==> src/rtl/demux_pkg.sv <==
// Shared definitions for the two-output stream demultiplexer.
// Defaults, per-output buffer states and output port indices.
package demux_pkg;

  localparam int WIDTH_DEF = 8;
  localparam int CNTW_DEF  = 8;

  localparam int PORT0 = 0;
  localparam int PORT1 = 1;

  typedef enum logic [1:0] {
    EMPTY = 2'd0,
    ONE   = 2'd1,
    FULL  = 2'd2
  } buf_state_e;

endpackage

==> src/rtl/demux_fifo2.sv <==
// Two-entry output buffer for the stream demultiplexer.
// r_head is always the oldest word; r_tail only holds data in FULL.
//
//   state | meaning
//   EMPTY | no word held, o_valid=0
//   ONE   | one word in r_head
//   FULL  | two words, r_head older than r_tail; pushes are refused upstream
module demux_fifo2
  import demux_pkg::*;
#(
  parameter int WIDTH = WIDTH_DEF
) (
  input  logic             clk,
  input  logic             rst_n,
  input  logic             i_push,
  input  logic             i_pop,
  input  logic [WIDTH-1:0] i_data,
  output logic [WIDTH-1:0] o_data,
  output logic             o_valid,
  output logic             o_full
);

  buf_state_e       r_state;
  logic [WIDTH-1:0] r_head;
  logic [WIDTH-1:0] r_tail;

  always_ff @(posedge clk or negedge rst_n) begin
    if (!rst_n) begin
      r_state <= EMPTY;
      r_head  <= '0;
      r_tail  <= '0;
    end else begin
      case (r_state)
        EMPTY: begin
          if (i_push) begin
            r_head  <= i_data;
            r_state <= ONE;
          end
        end
        ONE: begin
          if (i_push && i_pop) begin
            r_head <= i_data;
          end else if (i_push) begin
            r_tail  <= i_data;
            r_state <= FULL;
          end else if (i_pop) begin
            r_state <= EMPTY;
          end
        end
        FULL: begin
          // A push is never presented while full, so only the pop matters.
          if (i_pop) begin
            r_head  <= r_tail;
            r_state <= ONE;
          end
        end
        default: r_state <= EMPTY;
      endcase
    end
  end

  assign o_data  = r_head;
  assign o_valid = (r_state != EMPTY);
  assign o_full  = (r_state == FULL);

endmodule

==> src/rtl/demux_stream.sv <==
// Routes an input stream to one of two buffered outputs chosen by select,
// and counts the words delivered on each output.
module demux_stream
  import demux_pkg::*;
#(
  parameter int WIDTH = WIDTH_DEF,
  parameter int CNTW  = CNTW_DEF
) (
  input  logic             clk,
  input  logic             rst_n,
  input  logic             in_valid,
  output logic             in_ready,
  input  logic [WIDTH-1:0] in_data,
  input  logic             select,
  output logic             out0_valid,
  input  logic             out0_ready,
  output logic [WIDTH-1:0] out0_data,
  output logic             out1_valid,
  input  logic             out1_ready,
  output logic [WIDTH-1:0] out1_data,
  output logic [CNTW-1:0]  cnt0,
  output logic [CNTW-1:0]  cnt1
);

  logic w_sel1;
  logic w_full0;
  logic w_full1;
  logic w_push0;
  logic w_push1;
  logic w_pop0;
  logic w_pop1;
  logic [CNTW-1:0] r_cnt0;
  logic [CNTW-1:0] r_cnt1;

  assign w_sel1 = (select == 1'(PORT1));

  // Full refuses the push even when the same cycle pops; keeps FULL push-free.
  assign in_ready = w_sel1 ? !w_full1 : !w_full0;

  assign w_push0 = in_valid && in_ready && !w_sel1;
  assign w_push1 = in_valid && in_ready &&  w_sel1;
  assign w_pop0  = out0_valid && out0_ready;
  assign w_pop1  = out1_valid && out1_ready;

  demux_fifo2 #(.WIDTH(WIDTH)) u_fifo0 (
    .clk     (clk),
    .rst_n   (rst_n),
    .i_push  (w_push0),
    .i_pop   (w_pop0),
    .i_data  (in_data),
    .o_data  (out0_data),
    .o_valid (out0_valid),
    .o_full  (w_full0)
  );

  demux_fifo2 #(.WIDTH(WIDTH)) u_fifo1 (
    .clk     (clk),
    .rst_n   (rst_n),
    .i_push  (w_push1),
    .i_pop   (w_pop1),
    .i_data  (in_data),
    .o_data  (out1_data),
    .o_valid (out1_valid),
    .o_full  (w_full1)
  );

  always_ff @(posedge clk or negedge rst_n) begin
    if (!rst_n) begin
      r_cnt0 <= '0;
      r_cnt1 <= '0;
    end else begin
      if (w_pop0) r_cnt0 <= r_cnt0 + 1'b1;
      if (w_pop1) r_cnt1 <= r_cnt1 + 1'b1;
    end
  end

  assign cnt0 = r_cnt0;
  assign cnt1 = r_cnt1;

endmodule

==> config.mk <==
export PLATFORM = sky130hd
export DESIGN_NAME = demux_stream
export DESIGN_NICKNAME = d
export VERILOG_FILES = /design/src/rtl/demux_pkg.sv /design/src/rtl/demux_fifo2.sv /design/src/rtl/demux_stream.sv
export SDC_FILE = /design/constraint.sdc
export NUM_CORES = 1
export LEC_CHECK = 0
export CORE_AREA = 2 2 70 72
export CTS_BUF_LIST = sky130_fd_sc_hd__clkbuf_8
export CTS_CLUSTER_DIAMETER = 100
export DETAILED_ROUTE_END_ITERATION = 8
export DIE_AREA = 0 0 72 74
export DONT_BUFFER_PORTS = 1
export PLACE_DENSITY_LB_ADDON = 0.25
export SLEW_MARGIN = 10
export SYNTH_ARGS = -nofsm -noshare
export SYNTH_HDL_FRONTEND = slang
export SYNTH_SLANG_ARGS = --single-unit
==> constraint.sdc <==
create_clock -name clk -period 1.55 [get_ports clk]
set_input_delay 0.155 -clock clk [delete_from_list [all_inputs] [get_ports clk]]
set_output_delay 0.155 -clock clk [all_outputs]
set_load 0.02 [all_outputs]
==> flow_summary.ini, run 1 <==
[timing]
period_needed_ns = 1.53
slew_headroom = 0.770
setup_viol = 0
clock_skew_ns = 0.00681
hold_viol = 0
maxClockFrequency_mhz = 652
holdWs_ns = 0.0441
worstMarginPinSlew_ns = 0.345
rsz0062_at_grt = yes
drv_slew = 0
period_share = 0.990
fin_tns_setup_ns = 0

[drt]
via_per_inst = 5.59
postRouteAntennaNets = 0
drc_errors = 0
wl_per_cell_um = 17.2
vias = 1533
firstDrtPassIters = 4
dr.first_iter.drc_count = 33
wirelength_mm = 4.72

[yosys]
ys.warnings.count = 0
synth-seq-cells = 52
synthArstFlopShare = 1.00
seq_area_frac_synth = 0.543
syn_area_per_cell_um2 = 13.4
yosysUniqueCellTypes = 30
synth_edf_count = 0
synth_nets = 195
synth_cells = 179
synth_ff_type = dfrtp_1
synth_area_um2 = 2400

[finish]
multi_input_area_um2 = 1060
drive_gt1_frac = 0.427
syn_to_final_growth_pct = 22.1
final_cell_mix = dfrtp_1, mux2_2, buf_4, nand2_1, dlygate4sd3_1
regArea_um2 = 1300
final_common_cell = dfrtp_1
fillers = 347
n_antenna_cell = 0
instances_no_fill = 274
nets = 235

[setup_path]
worstPathArrival_ns = 1.38
r2r_slack_ns = 0.03
setup.worst_path.class = register to output pin
end_kind = output pin
cp_slowest_cell = dfrtp_1
cpPeakStageDelay_ns = 0.40
crit_family = flip-flops
critical_path.max_fanout = 9
start_kind = register
path_buf_inv = 2
required_ns = 1.39
worstPathCellList = nor2b_2 -> buf_6 -> mux2i_1 -> buf_4

[global_routing]
use_met1 = 0.212
antenna_found_initial = 0
grt_max_degree = 53
met3_usage = 0.0718
use_met2 = 0.333
grt_pass1_vias = 1583
grt_pass1_wl_mm = 7.62
grt_overflow = 0
gr-max-usage-layer = met2
grt.total_usage = 0.191

[clock_tree]
clk_pin_slew_worst_paths_ns = 0.09
ctsHtreeMaxLevel = 2
cts_inserted_buffers = 5
cts.sinks = 52
cts_tree = yes
clk_path_buf_depth = 2
clockRootBuffer = clkbuf_8
clk_latency_ns = 0.31

[placed_design]
place_hpwl_mm = 3.12
place_congestion = 0.785
placedCellCount = 247
port_buffers = 0

[power]
p_per_area_nw_per_um2 = 1440
peakVddDrop_v = 0.000652
power.total_mw = 4.23
leakage_nw = 1.31

[floorplan]
fp-row-count = 25
core_um2 = 4600
io_pins = 49
die_y_um = 74
die_area_um2 = 5330
floorplan.initialDensity = 0.521
die_w_um = 72

[outcome]
status = finished clean

[run]
drv_cap = 0

[worst_hold_path]
hold_class = primary input to register
cell type report:
| class | instances | share of cell area |
|---|---|---|
| inverter | 3 | 0.00385 |
| multi-input combinational | 119 | 0.362 |
| clock buffer | 5 | 0.0235 |
| tap | 54 | 0.0231 |
| clock inverter | 3 | 0.0133 |
| sequential | 52 | 0.445 |
| timing repair buffer | 38 | 0.129 |
worst register-to-register path, cell delays in order, from the launching register on:
cell     delay, ns
dfrtp_1       0.42
buf_6         0.14
buf_4         0.14
nor3b_4       0.23
buf_12        0.16
mux2_2        0.34
state kept, by name (all words and copies together), names as in the netlist:
register	flops
cnt1	8
u_fifo0.r_tail	8
u_fifo0.r_state	2
u_fifo1.r_tail	8
u_fifo1.r_state	2
u_fifo0.o_data	8
cnt0	8
u_fifo1.o_data	8
timing repair:
item / CTS / global route
resized for setup: 2 / 7
setup endpoints to repair: 15 / 32
setup buffers: 3 / 4
endpoints found under the hold margin: 68 / 1
hold buffers: 11 / 1
pin swaps: 0 / 0
worst paths after layout:
path                                                        to  cells past startpoint                           start
worst min register to register   u_fifo0.r_tail[1]$_DFFE_PN0P_                      1   u_fifo0.r_tail[1]$_DFFE_PN0P_
worst min-delay path            u_fifo0.r_state[1]$_DFFE_PN0P_                      2                      out0_ready
worst max register to register   u_fifo0.r_tail[6]$_DFFE_PN0P_                      5  u_fifo0.r_state[1]$_DFFE_PN0P_
min in group asynchronous                  cnt1[2]$_DFFE_PN0P_                      2                           rst_n
worst max-delay path                                  in_ready                      4  u_fifo1.r_state[1]$_DFFE_PN0P_
max in group asynchronous       u_fifo1.r_state[0]$_DFFE_PN0P_                      2                           rst_n
stage by stage:
stage | setup slack (ns) | cell area (um2) | utilization
after floorplan | 0.0787 | 2400 | -
after global placement | 0.0544 | 2600 | 0.565
after detailed placement | 0.00679 | 2600 | 0.565
after CTS | -0.00808 | 2860 | 0.623
after global routing | -0.0292 | 2930 | 0.636
final | 0.0152 | 2930 | 0.636
cell families (layout without fill, tap and decap cells):
group	count (synthesis)	count (layout)	share of synthesized area
AO/OA/AOI/OAI	11	11	0.0407
XOR/XNOR	14	14	0.0512
adder cells (fa/ha/maj)	2	2	0.0104
buffers and inverters	8	49	0.0183
flip-flops	52	52	0.543
multiplexers	52	52	0.243
AND/OR/NAND/NOR	40	40	0.0935
synthesized netlist by cell type (3+ instances only):
cell type,n,area share
nor3_1,4,0.0084
mux2i_1,3,0.013
nand2_1,13,0.020
xor2_1,6,0.022
dfrtp_1,52,0.54
nand3_1,4,0.0084
mux2_2,49,0.23
buf_4,3,0.0094
nor2_1,3,0.0047
xnor2_1,8,0.029
inv_1,3,0.0047
report_power, final:
| part | internal [mW] | switching (mW) |
|---|---|---|
| logic | 0.561 | 0.408 |
| clock network | 0.473 | 0.436 |
| registers | 1.77 | 0.577 |
| total | 2.80 | 1.42 |
per-layer routing:
layer	wire, um	vias to the layer above	part of all wire
li1	-	706	-
met1	1850	767	0.39
met2	2460	50	0.52
met3	320	10	0.068
met4	93	0	0.020
met5	0	-	0
Note: power is estimated with default switching activity, not from simulation.
==> inputs of run 2 (changes only) <==
--- a/config.mk
+++ b/config.mk
@@ -5,11 +5,11 @@
 export SDC_FILE = /design/constraint.sdc
 export NUM_CORES = 1
 export LEC_CHECK = 0
-export CORE_AREA = 2 2 70 72
+export CORE_AREA = 2 2 63 79
 export CTS_BUF_LIST = sky130_fd_sc_hd__clkbuf_8
 export CTS_CLUSTER_DIAMETER = 100
 export DETAILED_ROUTE_END_ITERATION = 8
-export DIE_AREA = 0 0 72 74
+export DIE_AREA = 0 0 65 81
 export DONT_BUFFER_PORTS = 1
 export PLACE_DENSITY_LB_ADDON = 0.25
 export SLEW_MARGIN = 10
==> run 2 against run 1 <==
Against the previous run: die area decreased by 1.2%; first-iteration DRC count increased by 58%; fmax increased by 1.7%; register-to-register slack about the same; core utilization increased by 0.72 points; critical path type is now register to register.
==> flow_summary.ini, run 2 (synthesis gave the netlist of run 1 again) <==
[outcome]
status = finished clean

[finish]
finalInstanceArea_um2 = 2950
instances_no_fill = 281
final_common_cell = dfrtp_1
utilization = 0.643
n_antenna_cell = 0
final_cell_mix = dfrtp_1, mux2_2, buf_4, nand2_1, dlygate4sd3_1
syn_to_final_growth_pct = 23.2
fillers = 344
nets = 236
drive_gt1_frac = 0.434

[timing]
setup_viol = 0
clock_skew_ns = 0.00877
worstMarginPinSlew_ns = 0.339
drv_slew = 0
maxClockFrequency_mhz = 662
hold_viol = 0
slew_headroom = 0.774
holdWs_ns = 0.0140
period_needed_ns = 1.51
period_share = 0.974
rsz0062_at_grt = yes

[floorplan]
floorplan.initialDensity = 0.522
die_area_um2 = 5270
die_y_um = 81
core_um2 = 4590
fp-row-count = 28
io_pins = 49
die_w_um = 65

[power]
p_per_area_nw_per_um2 = 1430
clkPwrFrac = 0.208
peakVddDrop_v = 0.00101
p_int_mw = 2.83
p_sw_mw = 1.41
power.total_mw = 4.24
leakage_nw = 1.32
p_comb_frac = 0.249
p_seq_frac = 0.543
swShare = 0.332

[setup_path]
r2r_slack_ns = 0.04
end_kind = register
worstPathArrival_ns = 1.69
timing.rr.end = u_fifo0.o_data[5]$_DFFE_PN0P_
critical_path.max_fanout = 7
setup.worst_path.class = register to register
start_kind = register
required_ns = 1.73
r2r_start = u_fifo0.r_state[0]$_DFFE_PN0P_
rr_worst_depth = 4

[drt]
drc_errors = 0
postRouteAntennaNets = 0
wirelength_mm = 4.76
wl_per_cell_um = 17.0
firstDrtPassIters = 4
vias = 1520
dr.first_iter.drc_count = 52
via_per_inst = 5.41

[clock_tree]
cts_tree = yes
clockRootBuffer = clkbuf_8
clk_pin_slew_worst_paths_ns = 0.09
clk_path_buf_depth = 2
cts.sinks = 52
ctsHtreeMaxLevel = 2
clk_latency_ns = 0.30
cts_inserted_buffers = 5

[worst_hold_path]
holdPathEnd = u_fifo1.r_tail[1]$_DFFE_PN0P_
hold_class = primary input to register
min_from = in_data[1]
worstHoldPathCells = 1

[global_routing]
grt_pass1_wl_mm = 7.87
antenna_found_initial = 0
grt_max_degree = 53
grt.total_usage = 0.199
grt_overflow = 0
grt_pass1_vias = 1679

[run]
drv_cap = 0

[placed_design]
placed_cell_area_um2 = 2640
port_buffers = 0
placedCellCount = 257
place_congestion = 0.711
place_hpwl_mm = 3.30
run 2: routing by layer:
metal | wire [um] | up-vias | share of wire | GRT usage
li1 | - | 711 | - | -
met1 | 1760 | 761 | 0.37 | 0.204
met2 | 2610 | 43 | 0.55 | 0.377
met3 | 343 | 5 | 0.072 | 0.0762
met4 | 50 | 0 | 0.010 | 0.0511
met5 | 0 | - | 0 | 0
run 2: worst max-delay path by stage:
stage | from | endpoint | slack, ns | depth (start not counted)
2_1_floorplan | u_fifo1.r_state[1]$_DFFE_PN0P_ | u_fifo1.r_tail[0]$_DFFE_PN0P_ | 0.08 | 5
3_3_place_gp | u_fifo0.r_state[0]$_DFFE_PN0P_ | u_fifo0.o_data[4]$_DFFE_PN0P_ | 0.06 | 4
3_5_place_dp | u_fifo1.r_state[1]$_DFFE_PN0P_ | u_fifo1.o_data[0]$_DFFE_PN0P_ | 0.01 | 4
4_1_cts | u_fifo1.r_state[0]$_DFFE_PN0P_ | u_fifo1.o_data[6]$_DFFE_PN0P_ | 0.01 | 4
5_1_grt | u_fifo1.r_state[0]$_DFFE_PN0P_ | u_fifo1.o_data[4]$_DFFE_PN0P_ | -0.03 | 4
6_report | u_fifo0.r_state[0]$_DFFE_PN0P_ | u_fifo0.o_data[5]$_DFFE_PN0P_ | 0.04 | 4
run 2: critical path, stage by stage, from the launching register on:
cell and delay (ns):
dfrtp_1 0.43, and2b_2 0.25, o31ai_4 0.20, buf_6 0.17
mux2_2 0.34
run 2: stage by stage:
stage	setup TNS (ns)	setup WS [ns]
floorplan	0	0.0787
global placement	0	0.0560
detailed placement	0	0.00966
CTS	0	0.0101
global route	-0.197	-0.0287
finish	0	0.0403
run 2: what timing repair did:
item	in CTS	in global routing
gates resized for setup	2	9
pin swaps	0	1
endpoints found under the hold margin	63	4
hold buffers	10	3
setup endpoints to repair	4	19
buffers inserted	1	2
run 2: cell type report:
cell class | count | area [um2] | area share
timing repair buffer | 39 | 379 | 0.128
sequential | 52 | 1300 | 0.442
inverter | 3 | 11.3 | 0.00381
clock inverter | 3 | 38.8 | 0.0131
tap | 60 | 75.1 | 0.0254
clock buffer | 5 | 68.8 | 0.0233
multi-input combinational | 119 | 1080 | 0.364
run 2: power by group through the flow:
stage	clock network [mW]	registers (mW)	logic, mW
finish	0.882	2.30	1.06
global route	0.968	2.36	1.16
CTS	0.912	2.30	1.04
detailed placement	0	2.32	0.973
global placement	0	2.30	0.932
floorplan	0	2.35	0.606
==> inputs of run 3 (changes only) <==
--- a/config.mk
+++ b/config.mk
@@ -5,11 +5,11 @@
 export SDC_FILE = /design/constraint.sdc
 export NUM_CORES = 1
 export LEC_CHECK = 0
-export CORE_AREA = 2 2 63 79
+export CORE_AREA = 2 2 78 98
 export CTS_BUF_LIST = sky130_fd_sc_hd__clkbuf_8
 export CTS_CLUSTER_DIAMETER = 100
 export DETAILED_ROUTE_END_ITERATION = 8
-export DIE_AREA = 0 0 65 81
+export DIE_AREA = 0 0 80 100
 export DONT_BUFFER_PORTS = 1
 export PLACE_DENSITY_LB_ADDON = 0.25
 export SLEW_MARGIN = 10
==> run 3 against run 2 <==
Against the previous run: fmax grew 1.7%; combinational power is essentially flat; routed wire length grew 3.5%; critical path type is now register to output pin; largest cell class unchanged.
==> flow_summary.ini, run 3 (synthesis gave the netlist of run 1 again) <==
[placed_design]
post-place-ws_ns = 0.0840
place_congestion = 0.664
place_hpwl_mm = 3.36
placed_cell_area_um2 = 2690
port_buffers = 0

[finish]
final_cell_mix = dfrtp_1, mux2_2, buf_4, nand2_1, dlygate4sd3_1
drive_gt1_frac = 0.419
n_antenna_cell = 0
syn_to_final_growth_pct = 21.9
finalInstanceArea_um2 = 2920
final_common_cell = dfrtp_1
nets = 230

[drt]
wirelength_mm = 4.93
drc_errors = 0
dr.first_iter.drc_count = 25
postRouteAntennaNets = 0
wl_per_cell_um = 16.1
firstDrtPassIters = 3
vias = 1459
via_per_inst = 4.75

[global_routing]
gr-max-usage-layer = met2
grt_pass1_vias = 1553
use_met2 = 0.226
met3_usage = 0.0495
antenna_found_initial = 0
grt_overflow = 0
grt.total_usage = 0.129
grt_pass1_wl_mm = 7.88
grt_max_degree = 53
use_met1 = 0.146

[setup_path]
required_ns = 1.39
start_kind = register
end_kind = output pin
setup.worst_path.class = register to output pin
critical_path.max_fanout = 4
worstPathArrival_ns = 1.33

[power]
p_sw_mw = 1.43
leakage_nw = 1.28
p_int_mw = 2.66
p_seq_frac = 0.559
swShare = 0.349
power.total_mw = 4.09
clkPwrFrac = 0.189
peakVddDrop_v = 0.000735
p_per_area_nw_per_um2 = 1400
p_comb_frac = 0.251

[timing]
period_share = 0.958
maxClockFrequency_mhz = 674
drv_slew = 0
slew_headroom = 0.754
clock_skew_ns = 0.00776
fin_ws_ns = 0.0653
hold_viol = 0
rsz0062_at_grt = yes
period_needed_ns = 1.48
worstMarginPinSlew_ns = 0.365
setup_viol = 0

[floorplan]
die_area_um2 = 8000
io_pins = 49
fp-row-count = 35
die_w_um = 80
floorplan.initialDensity = 0.334
core_um2 = 7180
die_y_um = 100

[clock_tree]
clk_latency_ns = 0.30
postCtsSetupBuffers = 0
clockRootBuffer = clkbuf_8
cts.sinks = 52
clk_path_buf_depth = 2
clk_pin_slew_worst_paths_ns = 0.09
ctsHtreeMaxLevel = 2
cts_inserted_buffers = 5
cts_tree = yes

[outcome]
status = finished clean

[run]
drv_cap = 0

[worst_hold_path]
hold_class = primary input to register
## run 3: routing by layer
metal / vias up / wire [um]
li1: 691 / -
met1: 718 / 2050
met2: 46 / 2470
met3: 4 / 386
met4: 0 / 34
met5: - / 0
## run 3: critical path, stage by stage, from the launching register on
cell and delay (ns):
dfrtp_1 0.42, nor2b_2 0.17, buf_4 0.13, mux2i_1 0.14, buf_4 0.17
## run 3: what timing repair did
action,CTS,global route
endpoints found under the hold margin,69,0
gates resized for setup,0,3
hold buffers,11,0
endpoints found under the setup margin,0,8
## run 3: worst paths after layout
kind,end,slack [ns],from,cells after the start
setup reg to reg,u_fifo0.o_data[0]$_DFFE_PN0P_,0.07,u_fifo0.r_state[0]$_DFFE_PN0P_,4
hold / removal,u_fifo0.r_state[1]$_DFFE_PN0P_,0.04,out0_ready,2
hold reg to reg,u_fifo1.r_tail[1]$_DFFE_PN0P_,0.51,u_fifo1.r_tail[1]$_DFFE_PN0P_,1
max in group asynchronous,u_fifo1.o_data[0]$_DFFE_PN0P_,0.94,rst_n,2
setup / recovery,in_ready,0.07,u_fifo1.r_state[1]$_DFFE_PN0P_,4
min in group asynchronous,cnt1[1]$_DFFE_PN0P_,0.38,rst_n,2
## run 3: cell type report
cell class | count | area (um2)
Multi-Input combinational cell | 119 | 1060
Tap cell | 92 | 115
Sequential cell | 52 | 1300
Timing Repair Buffer | 33 | 347
Clock buffer | 5 | 68.8
Inverter | 3 | 11.3
Clock inverter | 3 | 22.5
Fill cell | 707 | 4260
## run 3: power groups by stage
stage | Combinational [mW] | Clock [mW] | Sequential (mW)
3_3_place_gp | 0.961 | 0 | 2.32
5_1_grt | 1.13 | 0.862 | 2.35
6_report | 1.03 | 0.775 | 2.29
4_1_cts | 1.05 | 0.827 | 2.30
2_1_floorplan | 0.606 | 0 | 2.35
3_5_place_dp | 0.979 | 0 | 2.33
## run 3: through the flow
step                      hold WS (ns)  cells   util  setup TNS [ns]
after floorplan                 -0.141    179      -               0
after global placement          -0.140    288  0.375               0
after detailed placement        -0.139    288  0.375               0
after CTS                       0.0255    307  0.406               0
after global routing            0.0513    307  0.407       -0.000489
final                           0.0397    307  0.407               0
